[src/rtl/input_cond_pkg.sv]
// Shared constants and sizing helpers for the input conditioner.
package input_cond_pkg;

  localparam int CLK_HZ      = 50000000;
  localparam int DEBOUNCE_MS = 20;

  function automatic int cycles_from_ms(input int ms);
    return (CLK_HZ / 1000) * ms;
  endfunction

  // Counter width for a count that tops out at n-1; never narrower than 1 bit.
  function automatic int cnt_width(input int n);
    return (n < 2) ? 1 : $clog2(n);
  endfunction

  localparam int DEFAULT_DEBOUNCE_CYCLES   = cycles_from_ms(DEBOUNCE_MS);
  localparam int DEFAULT_LONG_PRESS_CYCLES = 50000000;

endpackage

[src/rtl/debounce_cell.sv]
// One input channel: two-flop synchronizer, counter debounce, registered edge pulses.
module debounce_cell
  import input_cond_pkg::*;
#(
  parameter int DEBOUNCE_CYCLES = 4
) (
  input  logic CLOCK_50,
  input  logic RESET_N,
  input  logic din,
  output logic level,
  output logic rise,
  output logic fall
);

  localparam int              CW   = cnt_width(DEBOUNCE_CYCLES);
  localparam logic [CW-1:0]   TERM = CW'(DEBOUNCE_CYCLES - 1);

  logic [1:0]    sync;
  logic [CW-1:0] cnt;
  logic          s;

  assign s = sync[1];

  always_ff @(posedge CLOCK_50) begin
    if (!RESET_N) begin
      sync  <= '0;
      cnt   <= '0;
      level <= 1'b0;
      rise  <= 1'b0;
      fall  <= 1'b0;
    end else begin
      sync <= {sync[0], din};
      rise <= 1'b0;
      fall <= 1'b0;
      // Any agreement with the stable level restarts the qualification window.
      if (s == level) begin
        cnt <= '0;
      end else if (cnt == TERM) begin
        cnt   <= '0;
        level <= s;
        rise  <= s;
        fall  <= ~s;
      end else begin
        cnt <= cnt + 1'b1;
      end
    end
  end

endmodule

[src/rtl/input_conditioner.sv]
// Conditions raw KEY/SW inputs: sync, debounce, edge pulses, key toggles.
// Optional long-press detection is built when LONG_PRESS_EN is defined.
module input_conditioner
  import input_cond_pkg::*;
#(
  parameter int N_KEYS            = 4,
  parameter int N_SW              = 10,
  parameter int DEBOUNCE_CYCLES   = DEFAULT_DEBOUNCE_CYCLES,
  parameter int LONG_PRESS_CYCLES = DEFAULT_LONG_PRESS_CYCLES
) (
  input  logic              CLOCK_50,
  input  logic              RESET_N,
  input  logic [N_KEYS-1:0] KEY,
  input  logic [N_SW-1:0]   SW,
  output logic [N_KEYS-1:0] key_level,
  output logic [N_KEYS-1:0] key_press,
  output logic [N_KEYS-1:0] key_release,
  output logic [N_KEYS-1:0] key_toggle,
  output logic [N_SW-1:0]   sw_level,
  output logic [N_SW-1:0]   sw_change,
  output logic [N_KEYS-1:0] key_long
);

  logic [N_SW-1:0]   sw_rise, sw_fall;
  logic [N_KEYS-1:0] tog_q;

  generate
    for (genvar i = 0; i < N_KEYS; i++) begin : g_key
      // Keys are active-low on the board; invert before the synchronizer.
      debounce_cell #(.DEBOUNCE_CYCLES(DEBOUNCE_CYCLES)) u_cell (
        .CLOCK_50 (CLOCK_50),
        .RESET_N  (RESET_N),
        .din      (~KEY[i]),
        .level    (key_level[i]),
        .rise     (key_press[i]),
        .fall     (key_release[i])
      );
    end
    for (genvar j = 0; j < N_SW; j++) begin : g_sw
      debounce_cell #(.DEBOUNCE_CYCLES(DEBOUNCE_CYCLES)) u_cell (
        .CLOCK_50 (CLOCK_50),
        .RESET_N  (RESET_N),
        .din      (SW[j]),
        .level    (sw_level[j]),
        .rise     (sw_rise[j]),
        .fall     (sw_fall[j])
      );
    end
  endgenerate

  assign sw_change = sw_rise | sw_fall;

  // The press pulse is folded in so the visible toggle flips on the press edge itself.
  always_ff @(posedge CLOCK_50) begin
    if (!RESET_N) tog_q <= '0;
    else          tog_q <= tog_q ^ key_press;
  end

  assign key_toggle = tog_q ^ key_press;

`ifdef LONG_PRESS_EN
  localparam int              HW    = cnt_width(LONG_PRESS_CYCLES);
  localparam logic [HW-1:0]   HTERM = HW'(LONG_PRESS_CYCLES - 1);

  logic [N_KEYS-1:0][HW-1:0] hold;
  logic [N_KEYS-1:0]         fired;

  always_ff @(posedge CLOCK_50) begin
    if (!RESET_N) begin
      hold     <= '0;
      fired    <= '0;
      key_long <= '0;
    end else begin
      for (int i = 0; i < N_KEYS; i++) begin
        key_long[i] <= 1'b0;
        if (!key_level[i]) begin
          hold[i]  <= '0;
          fired[i] <= 1'b0;
        end else if (hold[i] != HTERM) begin
          hold[i] <= hold[i] + 1'b1;
        end else if (!fired[i]) begin
          // Saturated counter plus fired flag gives one pulse per hold.
          key_long[i] <= 1'b1;
          fired[i]    <= 1'b1;
        end
      end
    end
  end
`else
  assign key_long = '0;
`endif

endmodule

[config.mk]
export PLATFORM = sky130hd
export DESIGN_NAME = input_conditioner
export DESIGN_NICKNAME = d
export VERILOG_FILES = /design/src/rtl/input_cond_pkg.sv /design/src/rtl/debounce_cell.sv /design/src/rtl/input_conditioner.sv
export SDC_FILE = /design/constraint.sdc
export NUM_CORES = 1
export LEC_CHECK = 0
export CORE_ASPECT_RATIO = 0.7
export CORE_MARGIN = 2
export CORE_UTILIZATION = 30
export DETAILED_ROUTE_END_ITERATION = 7
export GPL_ROUTABILITY_DRIVEN = 0
export PLACE_DENSITY = 0.42
export REMOVE_ABC_BUFFERS = 1
export SLEW_MARGIN = 20
export SYNTH_ARGS = -nofsm -noshare
export SYNTH_HDL_FRONTEND = slang
export SYNTH_HIERARCHICAL = 1
export SYNTH_SLANG_ARGS = --single-unit
export TNS_END_PERCENT = 1
[constraint.sdc]
create_clock -name CLOCK_50 -period 2.8 [get_ports CLOCK_50]
set_input_delay 0.28 -clock CLOCK_50 [delete_from_list [all_inputs] [get_ports CLOCK_50]]
set_output_delay 0.28 -clock CLOCK_50 [all_outputs]
set_load 0.05 [all_outputs]
# Yosys cells after proc, flatten, opt, wreduce, memory -nomap -nowiden
# Index checks and enable logic that the tools add are counted.
classes:
  n_addsub: 14
  eq_ne: 28
  bitwise_logic: 49
  n_reduce_logical: 42
ops:
  columns: ["cell", "count"]
  rows:
  - ["20-bit by 1-bit adder with 20-bit output (second input constant)", 14]
  - ["20-bit equality test (second input constant)", 14]
  - ["3-bit OR reduction", 28]
  - ["1-bit inverter", 47]
  - ["2-bit AND reduction", 14]
  - ["1-bit equality test", 14]
  - ["10-bit bitwise OR", 1]
  - ["4-bit bitwise XOR", 1]
totals:
  ff_bits: 354
  inputBits: 16
  output_inout_bits: 40
  word_cells: 204

# Logic depth before layout (Yosys ltp)
# Gate-level depths: netlist of run 1.
logic_depth:
  depth_word: 3
  depth_mapped: 6
  depth_no_buf: 5

# Hierarchy
# The synthesis of run 1 kept the hierarchy.
modules_own_cells:
  columns: ["mod", "n_inst", "cells_each", "area_per_inst_um2", "seq_area_each_um2"]
  rows:
  - ["debounce_cell at g_key[0].u_cell ...", 13, 122, 1084.8, 500.5]
  - ["debounce_cell at g_sw[9].u_cell", 1, 123, 1171.1, 500.5]
  - ["input_conditioner", 1, 31, 251.5, 80.1]

# Worst setup path after synthesis of run 1
# Ideal clock, no wire load.
synth_path:
  path_kind: "register -> register"
  startpoint: "register g_key[0].u_cell.cnt[0]"
  endpoint: "register g_key[0].u_cell.cnt[18]"
  setup_ns: 0.070
  arrival_time_ns: 1.896
  required_time_ns: 2.730
  setup_slack_ns: 0.834
  path_stages_with_launch: 7
  n_path_buf: 1
  synth_period_minus_slack_ns: 1.966
  path_cell_list: "dfxtp_1 -> ha_1 -> nand2_1 -> or4_1 -> clkbuf_2 -> or4_1 -> a21oi_1"
synth_via:
  elab_chain_cells: 2
  word_cells_on_any_way: 3
  cone_classes: "1 x add/sub; 1 x eq/ne; 1 x reduce/logical"
synth_rtl:
  columns: ["element", "line", "text"]
  rows:
  - ["start, declared", "debounce_cell.sv:19", "logic [CW-1:0] cnt;"]
  - ["start signal, assigned", "debounce_cell.sv:44", "cnt <= cnt + 1'b1;"]
  - ["branches (longest 2 deep; another with 20-bit by 1-bit adder with 20-bit output)", null, null]
# Several ways; the timed one is not identified.
# A chain may end at the register's enable or synchronous reset.

# Worst setup path after layout of run 1
layout_path:
  startpoint: "register g_sw[6].u_cell.cnt[0]"
  endpoint: "register g_sw[6].u_cell.cnt[18]"
layout_via:
  elab_chain_cells: 2
  word_cells_on_any_way: 3
  cone_classes: "1 x add/sub; 1 x eq/ne; 1 x reduce/logical"
layout_rtl:
  columns: ["element", "line"]
  rows:
  - ["start, declared", "debounce_cell.sv:19"]
  - ["start signal, assigned", "debounce_cell.sv:44"]
  - ["branches (longest 2 deep; another with 20-bit by 1-bit adder with 20-bit output)", null]
# Several ways; the timed one is not identified.

==> impl_summary.txt, run 1 <==
----------------------------------------------------
[Synth]
  Multiplexer area fraction after synthesis ... 0.258%
  Dominant combinational cell family by area after synthesis ... simple AND/OR/NAND/NOR gates
  Post-synthesis cell type with the largest combined area ... dfxtp_1
  Top area cells in the synthesized netlist ... dfxtp_1 (46%), xnor2_1 (6.6%), nor2_1 (4.3%)
  Synth Area in XOR/XNOR ... 9.20%
  Flip-flop and latch count after synthesis ... 354
  Share of the yosys chip area belonging to registers ... 45.6%
  Top cell type's share of synthesized area ... 45.6%
  Post-Synth Adder-Cell Area ... 1.13%
  Syn_area_per_cell ... 8.92 sq um
  Leading post-synthesis cells by instance count ... dfxtp_1 (354), nor2_1 (176), nand2_1 (137)
  Area of the mapped netlist ... 0.0155 sq mm
  Number of enable flip-flop cells after synthesis ... 0
  Prevailing post-synth register cell ... dfxtp_1
  Count of mapped cells out of synthesis ... 1740
  Post-synthesis compound-gate area fraction ... 8.93%
  Count of synthesis-stage warnings from yosys ... 6
  Synth async-reset ratio ... 0%
  Cell with the most instances after synthesis ... dfxtp_1
  Distinct cell type count of the synthesized netlist ... 39
  Synthesized-area fraction occupied by and/or/nand/nor cells ... 31.7%

[Finish]
  Multi-input combinational cell area ... 0.00796 sq mm
  Share of final-layout standard cells stronger than drive strength 1 ... 8.00%
  Summed area of non-filler cells in the final layout ... 0.0180 sq mm
  Fillers ... 5217
  Fin nets ... 1839
  Final cell utilization of the core ... 35.4%
  Post-synthesis to final-layout area growth ... 16.2%
  # diodes ... 0
  Flip-flop and latch area ... 0.00709 sq mm

[Pwr]
  Worst supply voltage drop on vdd ... 0.306 mV
  Pleak ... 5.32 nW
  Design Power ... 10.3 mW
  Pwr per Cell Area ... 573 mW/mm^2

[STA]
  Slew @ Worst Pin ... 660 ps
  Fin crit share ... 79.2%
  Total negative slack for setup checks ... 0 ps
  Worst slew slack as a fraction of its limit ... 56.0%
  Highest achievable clock rate ... 451 MHz
  Number of pins exceeding their max-slew limit in the final report ... 0
  Setup violators final ... 0
  Setup repair after global routing missed its margin ... false
  Number of endpoints with negative hold slack in the final report ... 0
  Post-route clock skew ... 12.9 ps
  Final period demand of the worst path ... 2220 ps

[CTS]
  Setup bufs post-CTS ... 0
  Number of buffers inserted during clock tree synthesis ... 40
  Post-cts gate resize count ... 0
  Clock tree from TritonCTS ... yes
  Buffer type at the clock tree root ... clkbuf_16
  Clock sink total ... 354
  # H-tree levels ... 2
  Clock transition time at the flip-flop clock pins of the worst setup and hold paths ... 60 ps
  # hold bufs at CTS ... 0
  CTS max path bufs ... 3
  Worst-skew pair later-pin latency ... 540 ps

[Worst setup path]
  Kind of start point of the critical path ... register
  CP required ... 3260 ps
  Kind of critical path ... register to register
  Arrival time at the worst endpoint ... 2680 ps
  Crit end category ... register
  Top fanout value on the critical path ... 8

[Global routing]
  Antenna violations before repair ... 0
  Global-route wire length before repair ... 54100 um
  Largest net degree at the start of global routing ... 41
  Remaining Overflow, GRT ... 0
  GRT Overall Usage ... 11.9%
  Via count of the first global-routing pass ... 10900

[Routing]
  Remaining routing DRC violations ... 1
  Antenna Violating Nets Remaining ... 0
  Detailed-route via count ... 11800
  Wire length per cell ... 12.6 um
  Drt first pass iters ... 6
  Starting DRC count in detailed routing ... 491
  Post-Route WL ... 31700 um
  Detailed-route vias per instance ... 4.71

[Floorplanning]
  Site Rows ... 69
  Floorplan die area ... 0.0536 sq mm
  Initial Util ... 30.5%
  Floorplan Core Area ... 0.0509 sq mm
  Count of boundary I/O pins ... 56
  Height of the die ... 194 um
  Width of the die ... 276 um

[Status]
  Violated checks ... design-rule violations
  Result of the run ... finished, violations left

[Run]
  Number of maximum-capacitance constraint violations ... 0

[Place]
  PortBufs ... 51
  Half-perimeter wire length after placement ... 21700 um
  Instance area after placement ... 0.0168 sq mm

[Min path]
  Class of the worst hold path ... input pin to register

----------------------------------------------------
==> flip-flops by register name (all words and copies together) (netlist names), 8 cells and up <==
| register | flops |
|---|---|
| g_sw.u_cell/fall | 10 |
| g_sw.u_cell/sync | 20 |
| g_sw.u_cell/level | 10 |
| g_sw.u_cell/cnt | 200 |
| g_key.u_cell/sync | 8 |
| g_sw.u_cell/rise | 10 |
| g_key.u_cell/cnt | 80 |
==> placed cells by master (no fill, tap or decap), types with 14 or more instances in the layout <==
master	instances
a21oi_1	105
nor4_1	30
clkdlybuf4s50_1	50
o21ai_0	67
or4_1	65
nand2_1	137
or3_1	53
buf_4	18
and3_1	29
nand3_1	98
and2_1	61
xor2_1	46
nand4_1	17
dfxtp_1	354
o31ai_1	39
nor2_1	176
xnor2_1	117
nor3_1	85
inv_1	59
nor4b_1	28
clkbuf_16	41
ha_1	14
==> metrics by stage <==
step | worst slack, ps | hold slack [ps] | instances
floorplan | 851 | 402 | 1698
global placement | 620 | 414 | 2441
detailed placement | 596 | 420 | 2441
CTS | 560 | 128 | 2511
global route | 413 | 155 | 2511
finish | 582 | 159 | 2511
==> critical path: stages, from the launching register on <==
cell,delay (ps)
dfxtp_1,380
ha_1,230
nand2_1,170
or4_1,710
or4_1,510
a21oi_1,150
==> final cells by class <==
class / count / share of cell area (%)
multi-input combinational: 1285 / 44.1
sequential: 354 / 39.3
clock buffer: 62 / 6.68
tap: 674 / 4.68
timing repair buffer: 69 / 3.63
inverter: 59 / 1.23
clock inverter: 8 / 0.361
==> where the power goes <==
| group | switching (mW) | internal [mW] |
|---|---|---|
| Clock | 2.09 | 3.04 |
| Sequential | 0.0177 | 5.06 |
| Combinational | 0.0857 | 0.0558 |
| Total | 2.19 | 8.15 |
==> cells by family after synthesis <==
logic type | Yosys count
and+or+nand+nor | 862
DFF | 354
AOI/OAI and AO/OA | 238
xor gates and xnor gates | 163
buffers and inverters | 104
adders and majority gates | 14
muxes | 4
other | 1
==> per-layer routing <==
| layer | global-route usage, % | part of all wire (%) |
|---|---|---|
| met3 | 2.68 | 3.7 |
| met5 | 0 | 0 |
| met1 | 18.1 | 55 |
| met4 | 3.33 | 2.0 |
| met2 | 16.5 | 39 |
==> worst paths after layout <==
kind	slack (ps)	end	depth (start not counted)	startpoint
setup / recovery	580	g_sw[6].u_cell/cnt[18]	5	g_sw[6].u_cell/cnt[0]
hold / removal	160	g_sw[8].u_cell/rise	3	RESET_N
setup reg to reg	580	g_sw[6].u_cell/cnt[18]	5	g_sw[6].u_cell/cnt[0]
hold reg to reg	430	g_key[3].u_cell/sync[1]	1	g_key[3].u_cell/sync[0]
(Power assumes the default switching activity.)
==> run 2: changes to the inputs <==
Clock period 2.8 ns to 2.3 ns, I/O delays scaled along.
==> run 2 against run 1 <==
Net effect: the flow still finishes with violations (design-rule violations); final cell count grew 0.40%; clock skew is essentially flat; sequential power rose by 22%; cell area grew 0.99%; count of clock-buffer cells in the layout shrank 5; combinational power grew 28%; die area unchanged; worst setup slack got worse by 450 ps.
==> impl_summary.txt, run 2 (synthesis gave the netlist of run 1 again) <==
----------------------------------------------------
[CTS]
  # hold bufs at CTS ... 0
  Clock sink total ... 354
  Worst-skew pair later-pin latency ... 550 ps
  Buffer type at the clock tree root ... clkbuf_16
  Clock transition time at the flip-flop clock pins of the worst setup and hold paths ... 60 ps
  Clock tree from TritonCTS ... yes
  CTS max path bufs ... 3
  # H-tree levels ... 2
  Setup bufs post-CTS ... 0
  Number of buffers inserted during clock tree synthesis ... 40

[STA]
  Setup repair after global routing missed its margin ... false
  Highest achievable clock rate ... 461 MHz
  Number of endpoints with negative hold slack in the final report ... 0
  Fin crit share ... 94.4%
  Total negative slack for setup checks ... 0 ps
  Worst slew slack as a fraction of its limit ... 61.6%
  Number of pins exceeding their max-slew limit in the final report ... 0
  Final period demand of the worst path ... 2170 ps
  Post-Route Hold Slack ... 107 ps
  Post-route clock skew ... 13.0 ps
  Setup violators final ... 0
  Slew @ Worst Pin ... 574 ps

[Finish]
  Multi-input combinational cell area ... 0.00797 sq mm
  Share of final-layout standard cells stronger than drive strength 1 ... 8.72%
  Flip-flop and latch area ... 0.00709 sq mm
  Max reg flops ... 200
  Post-synthesis to final-layout area growth ... 17.3%
  Most used cells in the layout excluding fill and tap cells ... dfxtp_1 (354), nor2_1 (176), nand2_1 (137)
  Fillers ... 5202
  Top reg by flops ... g_sw.u_cell/cnt
  Final std cells w/o fill ... 2521
  Commonest non-fill, non-tap cell in the layout ... dfxtp_1
  # diodes ... 0
  Leading registers by flop count ... g_sw.u_cell/cnt: 200 flops, g_key.u_cell/cnt: 80 flops, g_sw.u_cell/sync: 20 flops
  Fin nets ... 1852

[Routing]
  Starting DRC count in detailed routing ... 575
  Post-Route WL ... 31700 um
  Remaining routing DRC violations ... 1
  Detailed-route vias per instance ... 4.69
  Detailed-route via count ... 11800
  Antenna Violating Nets Remaining ... 0
  Wire length per cell ... 12.6 um
  Drt first pass iters ... 7

[Worst setup path]
  Kind of start point of the critical path ... register
  Top fanout value on the critical path ... 8
  CP Launch Point ... g_sw[4].u_cell/cnt[0]
  Depth of the most critical reg-to-reg path ... 5
  Crit end category ... register
  Kind of critical path ... register to register
  FF-to-FF Start ... g_sw[4].u_cell/cnt[0]
  Arrival time at the worst endpoint ... 2650 ps
  CP required ... 2780 ps

[Global routing]
  Global-route wire length before repair ... 55000 um
  Via count of the first global-routing pass ... 11000
  Antenna violations before repair ... 0
  GRT Overall Usage ... 12.1%
  Largest net degree at the start of global routing ... 36
  Remaining Overflow, GRT ... 0

[Floorplanning]
  Height of the die ... 194 um
  Site Rows ... 69
  Count of boundary I/O pins ... 56
  Width of the die ... 276 um
  Floorplan die area ... 0.0536 sq mm
  Initial Util ... 30.5%
  Floorplan Core Area ... 0.0509 sq mm

[Place]
  DP Cell Count ... 2454
  PortBufs ... 51
  Half-perimeter wire length after placement ... 21700 um

[Run]
  Number of maximum-capacitance constraint violations ... 0

[Min path]
  Class of the worst hold path ... input pin to register
  Count of cells along the worst hold path ... 3
  Hold Startpoint ... RESET_N

[Status]
  Violated checks ... design-rule violations
  Result of the run ... finished, violations left

[Pwr]
  Worst supply voltage drop on vdd ... 0.380 mV
  Pleak ... 5.41 nW
  Pwr per Cell Area ... 709 mW/mm^2

----------------------------------------------------
## run 2: power breakdown
group          switching, mW  internal, mW
combinational          0.106        0.0753
clock                   2.52          4.03
sequential            0.0207          6.16
total                   2.64          10.3
## run 2: repair_timing
action	in CTS	in global routing
endpoints found under the hold margin	0	0
resized for setup	0	2
setup endpoints to repair	0	2
## run 2: path summary, 6_finish.rpt
path | end | slack, ps
worst min register to register | g_key[2].u_cell/sync[1] | 430
worst max-delay path | g_sw[4].u_cell/cnt[18] | 130
worst min-delay path | g_sw[6].u_cell/cnt[4] | 110
worst max register to register | g_sw[4].u_cell/cnt[18] | 130
## run 2: worst max-delay path, stage by stage, from the launching register on
cell     delay, ps
dfxtp_1        360
ha_1           210
nand2_1        180
or4_1          690
or4_1          520
a21oi_1        140
## run 2: metal layers
layer  part of all wire, %  wire, um  GRT usage [%]  up-vias
met5                     0         0              0        -
met4                   2.1       679           3.80        0
met3                   3.7      1190           2.62       52
met2                    39     12400           16.6      101
met1                    55     17500           18.5     5353
li1                      -         -              -     6328
## run 2: through the flow
| stage | area (sq um) | setup slack, ps | util, % | power (mW) |
|---|---|---|---|---|
| final | 18200 | 130 | 35.8 | 12.9 |
| after detailed placement | 16900 | 148 | 33.1 | 6.51 |
| after global placement | 16900 | 179 | 33.1 | 6.51 |
| after floorplan | 15300 | 351 | - | 6.40 |
| after global routing | 18200 | 2.38 | 35.8 | 13.5 |
| after CTS | 18200 | 114 | 35.7 | 13.2 |
## run 2: layout make-up
class                   instances  area share, %
clock inverters                10          0.962
inverters                      59           1.22
clock buffers                  57           6.35
multi-input cells            1285           43.7
repair buffers                 82           4.20
flip-flops and latches        354           38.9
well taps                     674           4.63
==> run 3: changes to the inputs <==
Settings changed: SLEW_MARGIN 20 to 30.
Clock period 2.3 ns to 2.8 ns, I/O delays scaled along.
==> results of run 3 <==
Same layout as run 1: the final DEF is identical, and so are final timing and power.
